===== src/rtl/fifo_pkg.sv =====
// Shared definitions for the single-clock FIFO: read-mode constants and pointer sizing.
package fifo_pkg;

  localparam int unsigned FIFO_STD  = 0;
  localparam int unsigned FIFO_FWFT = 1;

  // Address bits plus one wrap bit, so full and empty stay distinguishable.
  function automatic int unsigned ptr_width(input int unsigned depth);
    return $clog2(depth) + 1;
  endfunction

endpackage


===== src/rtl/fifo_sync_param_if.sv =====
// Producer/consumer bundle for fifo_sync_param; the FIFO is the slave side.
interface fifo_sync_param_if
  import fifo_pkg::*;
#(
  parameter int unsigned WIDTH = 8,
  parameter int unsigned DEPTH = 8
);
  localparam int unsigned CW = ptr_width(DEPTH);

  logic             wr_en;
  logic [WIDTH-1:0] wr_data;
  logic             rd_en;
  logic             flush;
  logic [WIDTH-1:0] rd_data;
  logic             full;
  logic             empty;
  logic             almost_full;
  logic             almost_empty;
  logic [CW-1:0]    count;
  logic             overflow;
  logic             underflow;

  modport master (
    output wr_en, wr_data, rd_en, flush,
    input  rd_data, full, empty, almost_full, almost_empty, count, overflow, underflow
  );

  modport slave (
    input  wr_en, wr_data, rd_en, flush,
    output rd_data, full, empty, almost_full, almost_empty, count, overflow, underflow
  );
endinterface


===== src/rtl/fifo_mem.sv =====
// Simple dual-port storage: registered write, asynchronous read. Contents are not reset.
module fifo_mem #(
  parameter int unsigned WIDTH = 8,
  parameter int unsigned DEPTH = 8
) (
  input  logic                     clk_i,
  input  logic                     we_i,
  input  logic [$clog2(DEPTH)-1:0] waddr_i,
  input  logic [WIDTH-1:0]         wdata_i,
  input  logic [$clog2(DEPTH)-1:0] raddr_i,
  output logic [WIDTH-1:0]         rdata_o
);
  logic [WIDTH-1:0] mem_q [DEPTH];

  always_ff @(posedge clk_i) begin
    if (we_i) mem_q[waddr_i] <= wdata_i;
  end

  assign rdata_o = mem_q[raddr_i];
endmodule


===== src/rtl/fifo_sync_param.sv =====
// Single-clock parametrised FIFO with standard or first-word-fall-through read,
// occupancy count, almost thresholds, synchronous flush and sticky error flags.
module fifo_sync_param
  import fifo_pkg::*;
#(
  parameter int unsigned WIDTH     = 8,
  parameter int unsigned DEPTH     = 8,
  parameter int unsigned AFULL_TH  = DEPTH - 2,
  parameter int unsigned AEMPTY_TH = 2,
  parameter int unsigned FWFT      = FIFO_STD
) (
  input logic         clk,
  input logic         rst_n,
  fifo_sync_param_if.slave bus
);
  localparam int unsigned AW = $clog2(DEPTH);
  localparam int unsigned PW = ptr_width(DEPTH);

  if (DEPTH < 2 || (DEPTH & (DEPTH - 1)) != 0) begin : g_bad_depth
    $error("fifo_sync_param: DEPTH must be a power of two and at least 2");
  end
  if (AFULL_TH < 1 || AFULL_TH > DEPTH || AEMPTY_TH > DEPTH - 1) begin : g_bad_th
    $error("fifo_sync_param: AFULL_TH or AEMPTY_TH out of range");
  end

  logic [PW-1:0]    wr_ptr_q, wr_ptr_d, rd_ptr_q, rd_ptr_d, count_w;
  logic             ovf_q, ovf_d, udf_q, udf_d;
  logic             empty_w, full_w, rd_acc, wr_acc;
  logic [WIDTH-1:0] mem_rdata;

  assign count_w = wr_ptr_q - rd_ptr_q;
  assign empty_w = (count_w == '0);
  assign full_w  = (count_w == PW'(DEPTH));

  // A pop frees a slot in the same cycle, so a full FIFO still accepts a paired write.
  assign rd_acc = bus.rd_en & ~empty_w & ~bus.flush;
  assign wr_acc = bus.wr_en & (~full_w | rd_acc) & ~bus.flush;

  always_comb begin
    wr_ptr_d = wr_ptr_q;
    rd_ptr_d = rd_ptr_q;
    ovf_d    = ovf_q;
    udf_d    = udf_q;
    if (bus.flush) begin
      wr_ptr_d = '0;
      rd_ptr_d = '0;
      ovf_d    = 1'b0;
      udf_d    = 1'b0;
    end else begin
      if (wr_acc) wr_ptr_d = wr_ptr_q + 1'b1;
      if (rd_acc) rd_ptr_d = rd_ptr_q + 1'b1;
      if (bus.wr_en && !wr_acc) ovf_d = 1'b1;
      if (bus.rd_en && empty_w) udf_d = 1'b1;
    end
  end

  always_ff @(posedge clk or negedge rst_n) begin
    if (!rst_n) begin
      wr_ptr_q <= '0;
      rd_ptr_q <= '0;
      ovf_q    <= 1'b0;
      udf_q    <= 1'b0;
    end else begin
      wr_ptr_q <= wr_ptr_d;
      rd_ptr_q <= rd_ptr_d;
      ovf_q    <= ovf_d;
      udf_q    <= udf_d;
    end
  end

  fifo_mem #(
    .WIDTH (WIDTH),
    .DEPTH (DEPTH)
  ) u_mem (
    .clk_i   (clk),
    .we_i    (wr_acc),
    .waddr_i (wr_ptr_q[AW-1:0]),
    .wdata_i (bus.wr_data),
    .raddr_i (rd_ptr_q[AW-1:0]),
    .rdata_o (mem_rdata)
  );

  if (FWFT == FIFO_FWFT) begin : g_fwft
    assign bus.rd_data = mem_rdata;
  end else begin : g_std
    logic [WIDTH-1:0] rd_data_q, rd_data_d;

    always_comb begin
      rd_data_d = rd_data_q;
      if (rd_acc) rd_data_d = mem_rdata;
    end

    always_ff @(posedge clk or negedge rst_n) begin
      if (!rst_n) rd_data_q <= '0;
      else        rd_data_q <= rd_data_d;
    end

    assign bus.rd_data = rd_data_q;
  end

  assign bus.count        = count_w;
  assign bus.empty        = empty_w;
  assign bus.full         = full_w;
  assign bus.almost_full  = (count_w >= PW'(AFULL_TH));
  assign bus.almost_empty = (count_w <= PW'(AEMPTY_TH));
  assign bus.overflow     = ovf_q;
  assign bus.underflow    = udf_q;
endmodule

===== src/flat_wrapper.sv =====
// flat-port wrapper written by rule: the top's interface ports become plain ports
module fifo_sync_param_flat import fifo_pkg::*;
#(
  parameter int unsigned WIDTH     = 8,
  parameter int unsigned DEPTH     = 8,
  parameter int unsigned AFULL_TH  = DEPTH - 2,
  parameter int unsigned AEMPTY_TH = 2,
  parameter int unsigned FWFT      = FIFO_STD
)
  (clk, rst_n, bus_wr_en, bus_wr_data, bus_rd_en, bus_flush, bus_rd_data, bus_full, bus_empty, bus_almost_full, bus_almost_empty, bus_count, bus_overflow, bus_underflow);
  fifo_sync_param_if #(.WIDTH(WIDTH), .DEPTH(DEPTH)) bus_i ();
  input logic clk;
  input logic rst_n;
  input wire logic [$bits(bus_i.wr_en)-1:0] bus_wr_en;
  input wire logic [$bits(bus_i.wr_data)-1:0] bus_wr_data;
  input wire logic [$bits(bus_i.rd_en)-1:0] bus_rd_en;
  input wire logic [$bits(bus_i.flush)-1:0] bus_flush;
  output wire logic [$bits(bus_i.rd_data)-1:0] bus_rd_data;
  output wire logic [$bits(bus_i.full)-1:0] bus_full;
  output wire logic [$bits(bus_i.empty)-1:0] bus_empty;
  output wire logic [$bits(bus_i.almost_full)-1:0] bus_almost_full;
  output wire logic [$bits(bus_i.almost_empty)-1:0] bus_almost_empty;
  output wire logic [$bits(bus_i.count)-1:0] bus_count;
  output wire logic [$bits(bus_i.overflow)-1:0] bus_overflow;
  output wire logic [$bits(bus_i.underflow)-1:0] bus_underflow;
  assign bus_i.wr_en = bus_wr_en;
  assign bus_i.wr_data = bus_wr_data;
  assign bus_i.rd_en = bus_rd_en;
  assign bus_i.flush = bus_flush;
  assign bus_rd_data = bus_i.rd_data;
  assign bus_full = bus_i.full;
  assign bus_empty = bus_i.empty;
  assign bus_almost_full = bus_i.almost_full;
  assign bus_almost_empty = bus_i.almost_empty;
  assign bus_count = bus_i.count;
  assign bus_overflow = bus_i.overflow;
  assign bus_underflow = bus_i.underflow;
  fifo_sync_param #(.WIDTH(WIDTH), .DEPTH(DEPTH), .AFULL_TH(AFULL_TH), .AEMPTY_TH(AEMPTY_TH), .FWFT(FWFT)) u_core (.clk(clk), .rst_n(rst_n), .bus(bus_i));
endmodule

===== config.mk =====
export PLATFORM = sky130hd
export DESIGN_NAME = fifo_sync_param_flat
export DESIGN_NICKNAME = d
export VERILOG_FILES = /design/src/rtl/fifo_pkg.sv /design/src/rtl/fifo_sync_param_if.sv /design/src/rtl/fifo_mem.sv /design/src/rtl/fifo_sync_param.sv /design/src/flat_wrapper.sv
export SDC_FILE = /design/constraint.sdc
export NUM_CORES = 1
export LEC_CHECK = 0
export CAP_MARGIN = 40
export CELL_PAD_IN_SITES_DETAIL_PLACEMENT = 1
export CELL_PAD_IN_SITES_GLOBAL_PLACEMENT = 2
export CORE_MARGIN = 4
export CORE_UTILIZATION = 39
export CTS_CLUSTER_DIAMETER = 40
export CTS_CLUSTER_SIZE = 25
export DETAILED_ROUTE_END_ITERATION = 12
export PLACE_DENSITY = 0.75
export SYNTH_ARGS = -nofsm -noshare
export SYNTH_HDL_FRONTEND = slang
export SYNTH_HIERARCHICAL = 1
export SYNTH_SLANG_ARGS = --single-unit
export TNS_END_PERCENT = 1

===== constraint.sdc =====
create_clock -name clk -period 2.6 [get_ports clk]
set_input_delay 0.52 -clock clk [delete_from_list [all_inputs] [get_ports clk]]
set_output_delay 0.52 -clock clk [all_outputs]
set_load 0.02 [all_outputs]

# Word-level counts from Yosys, hierarchy flattened

Memory sizes are Yosys's and may differ from the RTL's. A register that Yosys moved wholly into a read port is not among the register bits.
Cells that the tools add are included.

Add/subtract/negate cells: 3
Multipliers: 0
Divide/modulo/power cells: 0
Magnitude comparators: 2
Equal/unequal tests: 1
Shift-type cells: 0
Muxes and demuxes: 10
Bitwise logic cells: 8
Reduce and logical (&&, ||, !) cells: 9

Operators by type and width:

| cell                                                                                | count |
|---|---|
| 4-bit 2-to-1 mux                                                                    | 4 |
| 4-bit by 1-bit adder with 4-bit output, second input constant                       | 2 |
| 2-bit nonzero test                                                                  | 4 |
| 1-bit 2-to-1 mux                                                                    | 6 |
| 1-bit bitwise AND                                                                   | 4 |
| 4-bit equality test, second input constant                                          | 1 |
| 4-bit by 3-bit greater-or-equal comparator with 1-bit output, second input constant | 1 |
| 4-bit by 2-bit <= comparator with 1-bit output, second input constant               | 1 |
| 4-bit logical NOT                                                                   | 1 |
| 4-bit subtractor                                                                    | 1 |
| 1-bit inverter                                                                      | 3 |
| 1-bit logical AND                                                                   | 2 |
| 1-bit logical NOT                                                                   | 2 |
| 1-bit OR                                                                            | 1 |

Register bits after elaboration: 10
Latch bits: 0
Bits in writable memories: 64
ROM bits: 0
Input port bits: 13
Memories: 1

Memories:

| name               | words | width | rd ports | clocked after memory_dff | wr ports | line           | text |
|---|---|---|---|---|---|---|---|
| u_core.u_mem.mem_q | 8     | 8     | 1        | 1                        | 1        | fifo_mem.sv:13 | `logic [WIDTH-1:0] mem_q [DEPTH];` |

# Depth between registers and ports, before layout

Gate-level depths: netlist of run 1.

Depth after elaboration: 12
Gate-level depth with buffers: 9
Mapped depth without buffers: 9

# Cells and area by module

The synthesis of run 1 kept the hierarchy.

By module, submodules not included:

| module          | times used | cells an instance | area an instance (µm²) |
|---|---|---|---|
| fifo_mem        | 1          | 106               | 2531.2 |
| fifo_sync_param | 1          | 94                | 1031.0 |

# Least setup slack after synthesis of run 1

OpenSTA, ideal clock, no wires.

Path type: register to register
From: register u_core.wr_ptr_q[0]
To: memory u_core.u_mem.mem_q[0][0], enable pin
Setup time: 383 ps
Data arrival time: 2385 ps
Data required time: 2217 ps
Slack: -169 ps
Cell stages (with the launch flop): 10
Period minus slack after synthesis: 2769 ps
Cell sequence: dfrtp_1 inv_1 ha_1 fa_1 xor2_2 nand3_2 o41ai_4 nor2_1 nand2b_1 nor3_1

Word-level cells in the longest chain between the ends: 10
Elaborated cells on any way between the ends: 12

RTL lines:

| what                                       | line                  | text |
|---|---|---|
| from (decl)                                | fifo_sync_param.sv:26 | `logic [PW-1:0] wr_ptr_q, wr_ptr_d, rd_ptr_q, rd_ptr_d, count_w;` |
| from (signal assigned)                     | fifo_sync_param.sv:64 | `wr_ptr_q <= wr_ptr_d;` |
| 4-bit subtractor (*)                       | fifo_sync_param.sv:31 | `assign count_w = wr_ptr_q - rd_ptr_q;` |
| 4-bit logical NOT                          | fifo_sync_param.sv:32 | `assign empty_w = (count_w == '0);` |
| 1-bit inverter                             | fifo_sync_param.sv:36 | `assign rd_acc = bus.rd_en & ~empty_w & ~bus.flush;` |
| 1-bit bitwise AND (2 in a row)             | fifo_sync_param.sv:36 |  |
| 1-bit OR (*)                               | fifo_sync_param.sv:37 | `assign wr_acc = bus.wr_en & (~full_w \| rd_acc) & ~bus.flush;` |
| 1-bit bitwise AND (*) (2 in a row)         | fifo_sync_param.sv:37 |  |
| via u_core.wr_acc                          | fifo_sync_param.sv:28 | `logic empty_w, full_w, rd_acc, wr_acc;` |
| 1-bit 2-to-1 mux (*)                       | fifo_mem.sv:16        | `if (we_i) mem_q[waddr_i] <= wdata_i;` |
| 1-bit 2-to-1 mux (not written as such) (*) | fifo_mem.sv:16        |  |
| to (decl)                                  | fifo_mem.sv:13        |  |

Mark *: on every way through the listed nets, which the timed path passes. The rest lies on a longest branch.

# Worst setup path after layout of run 1

From: register u_core.wr_ptr_q[0]
To: output port bus_almost_empty

Word-level cells in the longest chain between the ends: 2

RTL lines:

| what                                           | line                   | text |
|---|---|---|
| 4-bit subtractor                               | fifo_sync_param.sv:31  |  |
| 4-bit by 2-bit <= comparator with 1-bit output | fifo_sync_param.sv:105 | `assign bus.almost_empty = (count_w <= PW'(AEMPTY_TH));` |
| to (decl)                                      | flat_wrapper.sv:22     | `output wire logic [$bits(bus_i.almost_empty)-1:0] bus_almost_empty;` |

Every way passes these cells.

==> results of run 1 <==
[report_power, final]
group	switching, mW	internal, mW	total, mW
Sequential	0.0687	1.56	1.63
Clock	0.474	0.359	0.832
Combinational	0.947	0.936	1.88
[worst min path at each step]
| stage | startpoint | end |
|---|---|---|
| after floorplan | rst_n | u_core/bus.overflow |
| after global placement | u_core/bus.underflow | u_core/bus.underflow |
| after detailed placement | u_core/bus.rd_data[4] | u_core/bus.rd_data[4] |
| after CTS | rst_n | u_core/bus.rd_data[5] |
| after global routing | rst_n | u_core/bus.rd_data[5] |
| final | rst_n | u_core/wr_ptr_q[2] |
[stage by stage]
step | TNS (ps) | utilization (%) | hold WS (ps)
detailed placement | -5180 | 47.8 | 499
global route | -3100 | 50.2 | 508
global placement | -5000 | 47.7 | 492
floorplan | -2740 | - | 224
finish | 0 | 50.2 | 511
CTS | -212 | 50.0 | 509
[what timing repair did]
action,CTS,global route
setup endpoints to repair,52,49
setup buffers,0,0
resized for setup,34,12
[cell usage after synthesis]
master                     instances
sky130_fd_sc_hd__buf_12            1
sky130_fd_sc_hd__clkbuf_1          2
sky130_fd_sc_hd__o41ai_4           1
sky130_fd_sc_hd__buf_1             1
sky130_fd_sc_hd__nand3b_1          1
sky130_fd_sc_hd__nor2_1           20
sky130_fd_sc_hd__a21oi_1           6
sky130_fd_sc_hd__mux4_2            1
sky130_fd_sc_hd__o21ai_0           4
sky130_fd_sc_hd__ha_1              5
sky130_fd_sc_hd__xnor2_1           2
sky130_fd_sc_hd__nand2_1           2
sky130_fd_sc_hd__nand2b_1          3
sky130_fd_sc_hd__mux4_1           15
sky130_fd_sc_hd__a21o_2            1
sky130_fd_sc_hd__a21boi_4          1
sky130_fd_sc_hd__mux2i_1           2
sky130_fd_sc_hd__buf_6             1
sky130_fd_sc_hd__nor3_1            2
sky130_fd_sc_hd__inv_1            11
sky130_fd_sc_hd__dfrtp_1          18
sky130_fd_sc_hd__nand3_2           1
sky130_fd_sc_hd__nor3_2            3
sky130_fd_sc_hd__nand3_1           2
sky130_fd_sc_hd__and3b_2           1
sky130_fd_sc_hd__or3_1             2
sky130_fd_sc_hd__a211oi_1          1
sky130_fd_sc_hd__mux2_2           17
sky130_fd_sc_hd__o31ai_2           1
sky130_fd_sc_hd__edfxtp_1         64
sky130_fd_sc_hd__or3_2             1
sky130_fd_sc_hd__a41oi_1           1
sky130_fd_sc_hd__xor2_2            1
sky130_fd_sc_hd__xor2_1            2
sky130_fd_sc_hd__buf_2             1
sky130_fd_sc_hd__a31oi_1           1
sky130_fd_sc_hd__fa_1              1
[flip-flops by register name, summed over array words and instances (netlist names)]
name and flops:
u_core/wr_ptr_q 4, u_core/bus.overflow 1, u_core/bus.underflow 1, u_core/u_mem/mem_q 64, u_core/rd_ptr_q 4, u_core/bus.rd_data 8
[layout by cell type (no fill, tap or decap), types with 3 or more instances in the layout]
cell                               n
sky130_fd_sc_hd__clkbuf_8          9
sky130_fd_sc_hd__a21oi_1           5
sky130_fd_sc_hd__buf_2             3
sky130_fd_sc_hd__o21ai_0           4
sky130_fd_sc_hd__dfrtp_1          18
sky130_fd_sc_hd__mux2_2           17
sky130_fd_sc_hd__ha_1              3
sky130_fd_sc_hd__mux4_1           15
sky130_fd_sc_hd__buf_4            38
sky130_fd_sc_hd__inv_1            10
sky130_fd_sc_hd__clkdlybuf4s50_1  23
sky130_fd_sc_hd__nor2_2            5
sky130_fd_sc_hd__nor3_2            3
sky130_fd_sc_hd__nor2_1           14
sky130_fd_sc_hd__nand2b_1          3
sky130_fd_sc_hd__edfxtp_1         64
[layout make-up]
class	instances	area share (%)
clock inverters	6	1.10
flip-flops and latches	82	53.6
inverters	11	0.933
well taps	108	3.05
clock buffers	10	2.88
multi-input cells	101	26.3
repair buffers	65	12.1
[critical path, cell delays in order, from the launching register on]
cell                       delay [ps]
sky130_fd_sc_hd__dfrtp_1          350
sky130_fd_sc_hd__inv_1             60
sky130_fd_sc_hd__ha_1             220
sky130_fd_sc_hd__fa_2             360
sky130_fd_sc_hd__xor2_2           170
sky130_fd_sc_hd__buf_4            140
sky130_fd_sc_hd__inv_1             40
sky130_fd_sc_hd__a211oi_1         190
sky130_fd_sc_hd__buf_2            200
[metal layers]
metal  track usage (%)  vias to the layer above
met5                 0                        -
met4              5.41                        0
met3              3.61                        5
met2              24.0                       42
met1              18.2                     1002
li1                  -                      920
[cell families after synthesis]
| kind of cell | Yosys count | share of synthesized area [%] |
|---|---|---|
| xor gates and xnor gates | 5 | 1.44 |
| adders and majority gates | 6 | 2.32 |
| buffers and inverters | 17 | 2.49 |
| DFF | 82 | 66.6 |
| AOI/OAI and AO/OA | 17 | 3.93 |
| muxes | 35 | 17.6 |
| and+or+nand+nor | 38 | 5.59 |
==> PnR_summary.wiki, run 1 <==
{| class="wikitable"
! Metric !! Value
|-
| Total number of yosys warnings || 6
|-
| Worst hold-check path type || input port to asynchronous set/reset pin
|-
| Data required time of the worst path || 2080 ps
|-
| Overall global routing resource usage || 14.4%
|-
| Worst r2r path cells || 10
|-
| # rows || 34
|-
| Hold Fails Final Rpt || 0
|-
| RSZ-0062 raised after global routing || yes
|-
| Number of fill cells in the layout || 842
|-
| Normalized max-slew margin || 66.4%
|-
| Worst setup path endpoint || bus_almost_empty
|-
| Distinct cell type count of the synthesized netlist || 37
|-
| Multi-input combinational cell area || 1160 um2
|-
| Antenna violations before repair || 0
|-
| Number of pins with negative max-slew slack in the final report || 0
|-
| CTS Buffer Depth || 2
|-
| HPWL after detailed placement || 5.14 mm
|-
| Critical path startpoint category || flop
|-
| Leakage component of the power || 1.62 nW
|-
| Antenna cell count || 0
|-
| Status || completed
|-
| Number of buffers inserted for hold repair after clock tree synthesis || 0
|-
| CTS HTree Levels || 3
|-
| GP Congestion || 0.781
|-
| Relative area change from synthesis to final layout || 24.2%
|-
| Number of nets produced by synthesis || 219
|-
| Minimum setup slack among reg-to-reg paths || 40 ps
|-
| Max-capacitance violation count || 0
|-
| Length of routed met3 wiring || 300 um
|-
| Number of global-route vias before repair || 2136
|-
| Drt via density || 5.14
|-
| Kind of capture point of the worst setup path || primary output
|-
| Syn Std Cell Area || 3560 um2
|-
| Initial drt markers || 84
|-
| Clock slew at reported path FFs || 90 ps
|-
| Effective utilization at floorplan || 40.5%
|-
| Highest Clock Rate || 385 MHz
|-
| Crit path DAT || 2080 ps
|-
| Sequential-to-total area share from yosys stat || 66.6%
|-
| Remaining global-route overflow || 0
|-
| Top-area cell type share of the netlist area || 54.0%
|-
| Final wirelength || 7.16 mm
|-
| Cell at the root of the clock tree || sky130_fd_sc_hd__clkbuf_8
|-
| Worst Max-Slew Pin Slew || 504 ps
|-
| Crit Reg-Reg Endpoint || u_core/u_mem/mem_q[4][7]
|-
| Total met2 wirelength after detailed routing || 3.68 mm
|-
| Wire length of the first global-routing pass || 11.7 mm
|-
| Clock insertion delay at the later pin of the skew report || 350 ps
|-
| Setup slack after placement || -164 ps
|-
| Total clock sinks || 82
|-
| Share of final-layout standard cells stronger than drive strength 1 || 35.6%
|-
| CP Class || flop to primary output
|-
| Top cells by area, synth || sky130_fd_sc_hd__edfxtp_1 (54%), sky130_fd_sc_hd__dfrtp_1 (13%), sky130_fd_sc_hd__mux4_1 (11%)
|-
| Critical register-to-register path startpoint || u_core/wr_ptr_q[0]
|-
| TritonCTS clock tree || yes
|-
| Inst Count DP || 367
|-
| Width of the chip || 104 um
|-
| Maximum number of pins on one net before global-route repair || 20
|-
| Chip height || 104 um
|-
| Top Layer Used || met4
|-
| Dominant cell type by area after synthesis || sky130_fd_sc_hd__edfxtp_1
|-
| Router iterations before antenna repair || 4
|-
| Area post-placement || 4210 um2
|-
| Period minus WS final || 2600 ps
|-
| Sequential standard cell area || 2370 um2
|-
| Crit. Startpoint || u_core/wr_ptr_q[0]
|-
| Max Fanout on Critical Path || 2
|-
| Number of standard cells in the final layout excluding fillers || 383
|-
| Average wire per cell in the routed design || 18.7 um
|-
| Floorplan core area || 8810 um2
|-
| Metal1 wirelength || 3.12 mm
|-
| # IOs || 31
|-
| Crit share post-route || 99.9%
|-
| Vias || 1969
|-
| Endpoints failing setup || 0
|-
| Total power draw || 4.34 mW
|-
| Smallest setup slack after layout || 2.30 ps
|-
| Nets || 289
|-
| Power density normalized to cell area || 981 nW/um2
|-
| Clock buffer count from CTS || 9
|-
| DRC Markers || 0
|-
| Die Outline Area || 10700 um2
|-
| Worst IR drop on VDD || 0.417 mV
|-
| Post-Syn Instances || 200
|-
| Summed area of non-filler cells in the final layout || 4420 um2
|-
| Avg Synthesized Cell Area || 17.8 um2
|-
| Worst Skew || 7.45 ps
|-
| Antenna-violating nets left || 0
|-
| Flops & latches, synth || 82
|-
| Port-buffer cells || 30
|}
No activity file was read; power rests on OpenSTA's default activity.
==> inputs of run 2 (changes only) <==
--- a/config.mk
+++ b/config.mk
@@ -6,7 +6,7 @@
 export NUM_CORES = 1
 export LEC_CHECK = 0
 export CAP_MARGIN = 40
-export CELL_PAD_IN_SITES_DETAIL_PLACEMENT = 1
+export CELL_PAD_IN_SITES_DETAIL_PLACEMENT = 2
 export CELL_PAD_IN_SITES_GLOBAL_PLACEMENT = 2
 export CORE_MARGIN = 4
 export CORE_UTILIZATION = 39
==> PnR_summary.wiki, run 2 (same netlist as run 1, synthesis figures left out) <==
{| class="wikitable"
! Metric !! Value
|-
| Wire length of the first global-routing pass || 14.2 mm (+21%)
|-
| # rows || 34 (unchanged)
|-
| Cell at the root of the clock tree || sky130_fd_sc_hd__clkbuf_8
|-
| Power density normalized to cell area || 1040 nW/um2 (+5.7%)
|-
| Violations in the final reports || setup timing
|-
| Port-buffer cells || 30 (unchanged)
|-
| Worst Max-Slew Pin Slew || 415 ps (-89.5 ps)
|-
| HPWL after detailed placement || 6.55 mm (+28%)
|-
| Relative area change from synthesis to final layout || 27.6%
|-
| Status || finished with violations
|-
| Effective utilization at floorplan || 40.5% (unchanged)
|-
| CP Class || flop to primary output
|-
| Remaining global-route overflow || 0 (unchanged)
|-
| Number of global-route vias before repair || 2371 (+11%)
|-
| Clock buffer count from CTS || 9 (unchanged)
|-
| GP Congestion || 0.781 (unchanged)
|-
| Clock insertion delay at the later pin of the skew report || 360 ps (about the same)
|-
| Antenna-violating nets left || 0 (unchanged)
|-
| Inst Count DP || 367 (unchanged)
|-
| Total clock sinks || 82 (unchanged)
|-
| Setup slack after placement || -246 ps (-82.1 ps)
|-
| DRC Markers || 0 (unchanged)
|-
| Highest Clock Rate || 384 MHz (-0.35%)
|-
| Floorplan core area || 8810 um2 (unchanged)
|-
| Hold Fails Final Rpt || 0 (unchanged)
|-
| Overall global routing resource usage || 17.9% (+3.5 points)
|-
| Smallest setup slack after layout || -6.89 ps (-9.19 ps)
|-
| Worst IR drop on VDD || 0.434 mV (+4.1%)
|-
| Data required time of the worst path || 2080 ps (about the same)
|-
| Total power draw || 4.71 mW (+8.6%)
|-
| Worst hold-check path type || input port to asynchronous set/reset pin
|-
| Antenna violations before repair || 0 (unchanged)
|-
| TritonCTS clock tree || yes
|-
| Commonest cells after routing, fill and taps aside || sky130_fd_sc_hd__edfxtp_1 (64), sky130_fd_sc_hd__buf_4 (40), sky130_fd_sc_hd__clkdlybuf4s50_1 (23)
|-
| Antenna cell count || 0 (unchanged)
|-
| Normalized max-slew margin || 72.3% (+5.9 points)
|-
| RSZ-0062 raised after global routing || yes
|-
| Width of the chip || 104 um (unchanged)
|-
| Number of pins with negative max-slew slack in the final report || 0 (unchanged)
|-
| Crit path DAT || 2090 ps (about the same)
|-
| Average wire per cell in the routed design || 24.1 um (+29%)
|-
| Number of standard cells in the final layout excluding fillers || 385 (+0.52%)
|-
| Sequence of cells on the critical path || inv_1 -> fa_2 -> xor2_2 -> nand3_2 -> buf_6 -> nor2_1 -> buf_4
|-
| Crit-path max cell delay || 450 ps (+90 ps)
|-
| Die Outline Area || 10700 um2 (unchanged)
|-
| Share of final-layout standard cells stronger than drive strength 1 || 39.0% (+3.4 points)
|-
| Nets || 291 (+0.69%)
|-
| Vias || 2040 (+3.6%)
|-
| Router iterations before antenna repair || 4 (unchanged)
|-
| Max Fanout on Critical Path || 3 (+1)
|-
| Leading cell type in the layout, fill and taps excluded || sky130_fd_sc_hd__edfxtp_1
|-
| Clock slew at reported path FFs || 100 ps (about the same)
|-
| Initial drt markers || 79 (-6.0%)
|-
| # IOs || 31 (unchanged)
|-
| Critical path startpoint category || flop
|-
| Kind of capture point of the worst setup path || primary output
|-
| Setup_tns || -13.1 ps (-13.1 ps)
|-
| Endpoints failing setup || 2 (+2)
|-
| Critical-path top delay cell || sky130_fd_sc_hd__dfrtp_1
|-
| Chip height || 104 um (unchanged)
|-
| Number of buffers inserted for hold repair after clock tree synthesis || 0 (unchanged)
|-
| Drt via density || 5.30 (+3.1%)
|-
| Max-capacitance violation count || 0 (unchanged)
|-
| Worst Skew || 8.53 ps (+1.08 ps)
|-
| Max FFs per register || 64 (unchanged)
|-
| CTS HTree Levels || 3 (unchanged)
|-
| Leakage component of the power || 1.67 nW (+3.1%)
|-
| Crit share post-route || 100% (+0.35 points)
|-
| Period minus WS final || 2610 ps (+9.19 ps)
|-
| Maximum number of pins on one net before global-route repair || 20 (unchanged)
|-
| Largest reg by FF count || u_core/u_mem/mem_q
|-
| CTS Buffer Depth || 2 (unchanged)
|-
| Final wirelength || 9.29 mm (+30%)
|}
==> run 2: changes by cell type in the layout (fill, tap and decap cells not counted), sizes merged <==
| cell | previous run | this run |
|---|---|---|
| inv | 14 | 15 |
| clkinvlp | 2 | 0 |
| clkbuf | 11 | 9 |
| buf | 41 | 44 |
| clkinv | 1 | 3 |
==> run 2: repair_timing <==
item                                    in CTS  in global routing
gates cloned                                 0                  0
pin swaps                                    2                  2
buffers inserted                             0                  2
gates resized for setup                     44                 24
endpoints found under the setup margin      57                 65
hold endpoints to repair                     0                  0
==> run 2: where the power goes <==
part | total, mW | internal (mW) | leakage [nW] | switching, mW
clock network | 0.932 | 0.385 | 0.104 | 0.547
registers | 1.65 | 1.56 | 0.809 | 0.0886
logic | 2.14 | 1.03 | 0.759 | 1.10
total | 4.71 | 2.97 | 1.67 | 1.74
==> run 2: cell type report <==
class | count | area, um2
Fill cell | 805 | 4260
Sequential cell | 82 | 2370
Multi-Input combinational cell | 101 | 1230
Timing Repair Buffer | 67 | 563
Tap cell | 108 | 135
Clock buffer | 9 | 124
Clock inverter | 7 | 81.3
Inverter | 11 | 41.3
==> run 2: critical path: cells and delay by family, from the launching register on <==
kind | cells | cell delay [ps]
xor+xnor | 1 | 220
fa+ha+maj | 1 | 410
buf+inv | 3 | 410
flops | 1 | 450
simple gates | 2 | 240
==> run 2: metrics by stage <==
stage / utilization [%] / hold slack [ps] / area, um2
5_1_grt: 51.6 / 498 / 4550
3_5_place_dp: 47.8 / 499 / 4210
6_report: 51.6 / 507 / 4550
2_1_floorplan: - / 224 / 3560
3_3_place_gp: 47.7 / 492 / 4200
4_1_cts: 50.3 / 492 / 4430
==> run 2: final timing paths <==
kind / start / to / slack [ps] / cells after the start
min in group clk: u_core/bus.rd_data[4] / u_core/bus.rd_data[4] / 520 / 1
max in group asynchronous: rst_n / u_core/bus.rd_data[2] / 1870 / 2
max: u_core/wr_ptr_q[1] / bus_full / -7 / 7
max reg2reg: u_core/wr_ptr_q[1] / u_core/u_mem/mem_q[1][2] / 40 / 9
min reg2reg: u_core/bus.rd_data[4] / u_core/bus.rd_data[4] / 520 / 1
min: rst_n / u_core/bus.rd_data[7] / 510 / 2
==> run 2: metal layers <==
layer | vias to the layer above | global-route usage, % | share of wire [%]
met3 | 7 | 4.54 | 3.1
met5 | - | 0 | 0
li1 | 929 | - | -
met4 | 0 | 4.75 | 1.1
met1 | 1052 | 20.7 | 41
met2 | 52 | 33.0 | 55
==> inputs of run 3 (changes only) <==
--- a/config.mk
+++ b/config.mk
@@ -9,11 +9,11 @@
 export CELL_PAD_IN_SITES_DETAIL_PLACEMENT = 2
 export CELL_PAD_IN_SITES_GLOBAL_PLACEMENT = 2
 export CORE_MARGIN = 4
-export CORE_UTILIZATION = 39
+export CORE_UTILIZATION = 25
 export CTS_CLUSTER_DIAMETER = 40
 export CTS_CLUSTER_SIZE = 25
 export DETAILED_ROUTE_END_ITERATION = 12
-export PLACE_DENSITY = 0.75
+export PLACE_DENSITY = 0.52
 export SYNTH_ARGS = -nofsm -noshare
 export SYNTH_HDL_FRONTEND = slang
 export SYNTH_HIERARCHICAL = 1
==> PnR_summary.wiki, run 3 (same netlist as run 1, synthesis figures left out) <==
{| class="wikitable"
! Metric !! Value
|-
| Number of global-route vias before repair || 2203 (-7.1%)
|-
| Wire length of the first global-routing pass || 13.4 mm (-6.0%)
|-
| Share of final-layout standard cells stronger than drive strength 1 || 33.3% (-5.7 points)
|-
| Maximum number of pins on one net before global-route repair || 20 (unchanged)
|-
| Clock slew at reported path FFs || 60 ps (-40 ps)
|-
| Total power draw || 4.87 mW (+3.3%)
|-
| Overall global routing resource usage || 11.4% (-6.5 points)
|-
| Largest reg by FF count || u_core/u_mem/mem_q
|-
| Relative area change from synthesis to final layout || 30.5%
|-
| Clock buffer count from CTS || 9 (unchanged)
|-
| Max FFs per register || 64 (unchanged)
|-
| Commonest cells after routing, fill and taps aside || sky130_fd_sc_hd__edfxtp_1 (64), sky130_fd_sc_hd__buf_4 (33), sky130_fd_sc_hd__clkdlybuf4s50_1 (23)
|-
| Worst IR drop on VDD || 0.316 mV (-27%)
|-
| CP Class || flop to primary output
|-
| Critical register-to-register path startpoint || u_core/wr_ptr_q[0]
|-
| Crit. Startpoint || u_core/wr_ptr_q[0]
|-
| Summed area of non-filler cells in the final layout || 4650 um2 (+2.3%)
|-
| GP Congestion || 0.738 (-5.5%)
|-
| CTS HTree Levels || 3 (unchanged)
|-
| Minimum setup slack among reg-to-reg paths || 60 ps (+20 ps)
|-
| Router iterations before antenna repair || 4 (unchanged)
|-
| Area post-placement || 4310 um2 (+2.4%)
|-
| Count of buffers added by post-CTS timing repair for setup || 0 (unchanged)
|-
| Antenna violations before repair || 0 (unchanged)
|-
| RSZ-0062 raised after global routing || yes
|-
| Highest Clock Rate || 378 MHz (-1.4%)
|-
| Remaining global-route overflow || 0 (unchanged)
|-
| Floorplan core area || 13900 um2 (+58%)
|-
| Die Outline Area || 16200 um2 (+51%)
|-
| Number of pins with negative max-slew slack in the final report || 0 (unchanged)
|-
| Vias || 2010 (-1.5%)
|-
| Worst Max-Slew Pin Slew || 391 ps (-23.8 ps)
|-
| Width of the chip || 127 um (+23%)
|-
| Initial drt markers || 91 (+15%)
|-
| DRC Markers || 0 (unchanged)
|-
| Period minus WS final || 2640 ps (+36.3 ps)
|-
| HPWL after detailed placement || 6.05 mm (-7.7%)
|-
| Data required time of the worst path || 2080 ps (about the same)
|-
| Leakage component of the power || 1.67 nW (+0.23%)
|-
| Worst setup path endpoint || bus_almost_empty
|-
| Crit path DAT || 2120 ps (+30 ps)
|-
| Nets || 287 (-1.4%)
|-
| Worst min-delay path startpoint || u_core/bus.overflow
|-
| Worst Skew || 9.80 ps (+1.26 ps)
|-
| # rows || 43 (+26%)
|-
| Average wire per cell in the routed design || 19.1 um (-21%)
|-
| TritonCTS clock tree || yes
|-
| Final wirelength || 8.67 mm (-6.7%)
|-
| # IOs || 31 (unchanged)
|-
| Cell at the root of the clock tree || sky130_fd_sc_hd__clkbuf_16
|-
| Endpoints failing setup || 4 (+2)
|-
| Chip height || 127 um (+23%)
|-
| Crit Reg-Reg Endpoint || u_core/u_mem/mem_q[0][2]
|-
| Antenna cell count || 0 (unchanged)
|-
| Number of buffers inserted for hold repair after clock tree synthesis || 0 (unchanged)
|-
| Leading cell type in the layout, fill and taps excluded || sky130_fd_sc_hd__edfxtp_1
|-
| Kind of capture point of the worst setup path || primary output
|-
| Smallest setup slack after layout || -43.2 ps (-36.3 ps)
|-
| Effective utilization at floorplan || 25.6% (-15 points)
|-
| Hold Fails Final Rpt || 0 (unchanged)
|-
| Power density normalized to cell area || 1050 nW/um2 (+1.1%)
|-
| CTS Buffer Depth || 2 (unchanged)
|-
| Port-buffer cells || 30 (unchanged)
|-
| Total clock sinks || 82 (unchanged)
|-
| Antenna-violating nets left || 0 (unchanged)
|-
| Crit share post-route || 102% (+1.4 points)
|-
| Violations in the final reports || setup timing
|-
| Clock insertion delay at the later pin of the skew report || 340 ps (-20 ps)
|-
| Drt via density || 4.44 (-16%)
|-
| Worst r2r path cells || 11 (+2)
|-
| Normalized max-slew margin || 73.9% (+1.6 points)
|-
| Max-capacitance violation count || 0 (unchanged)
|-
| Worst hold-check path type || flop to flop
|-
| Max Fanout on Critical Path || 2 (-1)
|-
| Status || finished with violations
|-
| Critical path startpoint category || flop
|}
## run 3: final cells by class
type                            instances  area [um2]
Clock buffer                           13         260
Clock inverter                          3        47.5
Fill cell                            1399        9290
Inverter                               11        41.3
Multi-Input combinational cell        101        1140
Sequential cell                        82        2370
Tap cell                              180         225
Timing Repair Buffer                   63         562
## run 3: how the worst min path moves through the flow
stage | cells after the start | end
after detailed placement | 1 | u_core/bus.rd_data[1]
after floorplan | 0 | u_core/bus.overflow
after CTS | 1 | u_core/bus.rd_data[1]
final | 2 | u_core/bus.overflow
after global routing | 1 | u_core/bus.rd_data[1]
after global placement | 1 | u_core/bus.rd_data[5]
## run 3: metrics by stage
stage | hold slack [ps] | util [%] | instances | setup WS [ps] | TNS (ps)
floorplan | 224 | - | 200 | -169 | -2740
global placement | 493 | 30.9 | 436 | -209 | -3630
detailed placement | 499 | 31.0 | 437 | -235 | -5610
CTS | 513 | 33.3 | 453 | -155 | -875
global route | 528 | 33.4 | 453 | -188 | -4340
finish | 508 | 33.4 | 453 | -43.2 | -112
## run 3: routing by layer
layer	global-route usage (%)	wire length, um
met5	0	0
met4	3.60	101
met3	3.30	408
met2	19.2	4470
met1	14.1	3690
## run 3: power breakdown
group	leakage, nW	total, mW	internal, mW	switching, mW
clock network	0.150	1.31	0.803	0.510
logic	0.716	1.94	0.934	1.00
registers	0.809	1.62	1.56	0.0617
total	1.67	4.87	3.30	1.57
## run 3: what timing repair did
item | in CTS | in global routing
gates resized for setup | 31 | 8
setup endpoints to repair | 36 | 72
pin swaps | 0 | 3
## run 3: worst max-delay path: stages (launching register included)
cell                       delay (ps)
sky130_fd_sc_hd__dfrtp_1          350
sky130_fd_sc_hd__inv_1             60
sky130_fd_sc_hd__ha_1             220
sky130_fd_sc_hd__fa_1             410
sky130_fd_sc_hd__xor2_2           180
sky130_fd_sc_hd__buf_4            140
sky130_fd_sc_hd__inv_1             40
sky130_fd_sc_hd__a211oi_1         190
sky130_fd_sc_hd__buf_2            200
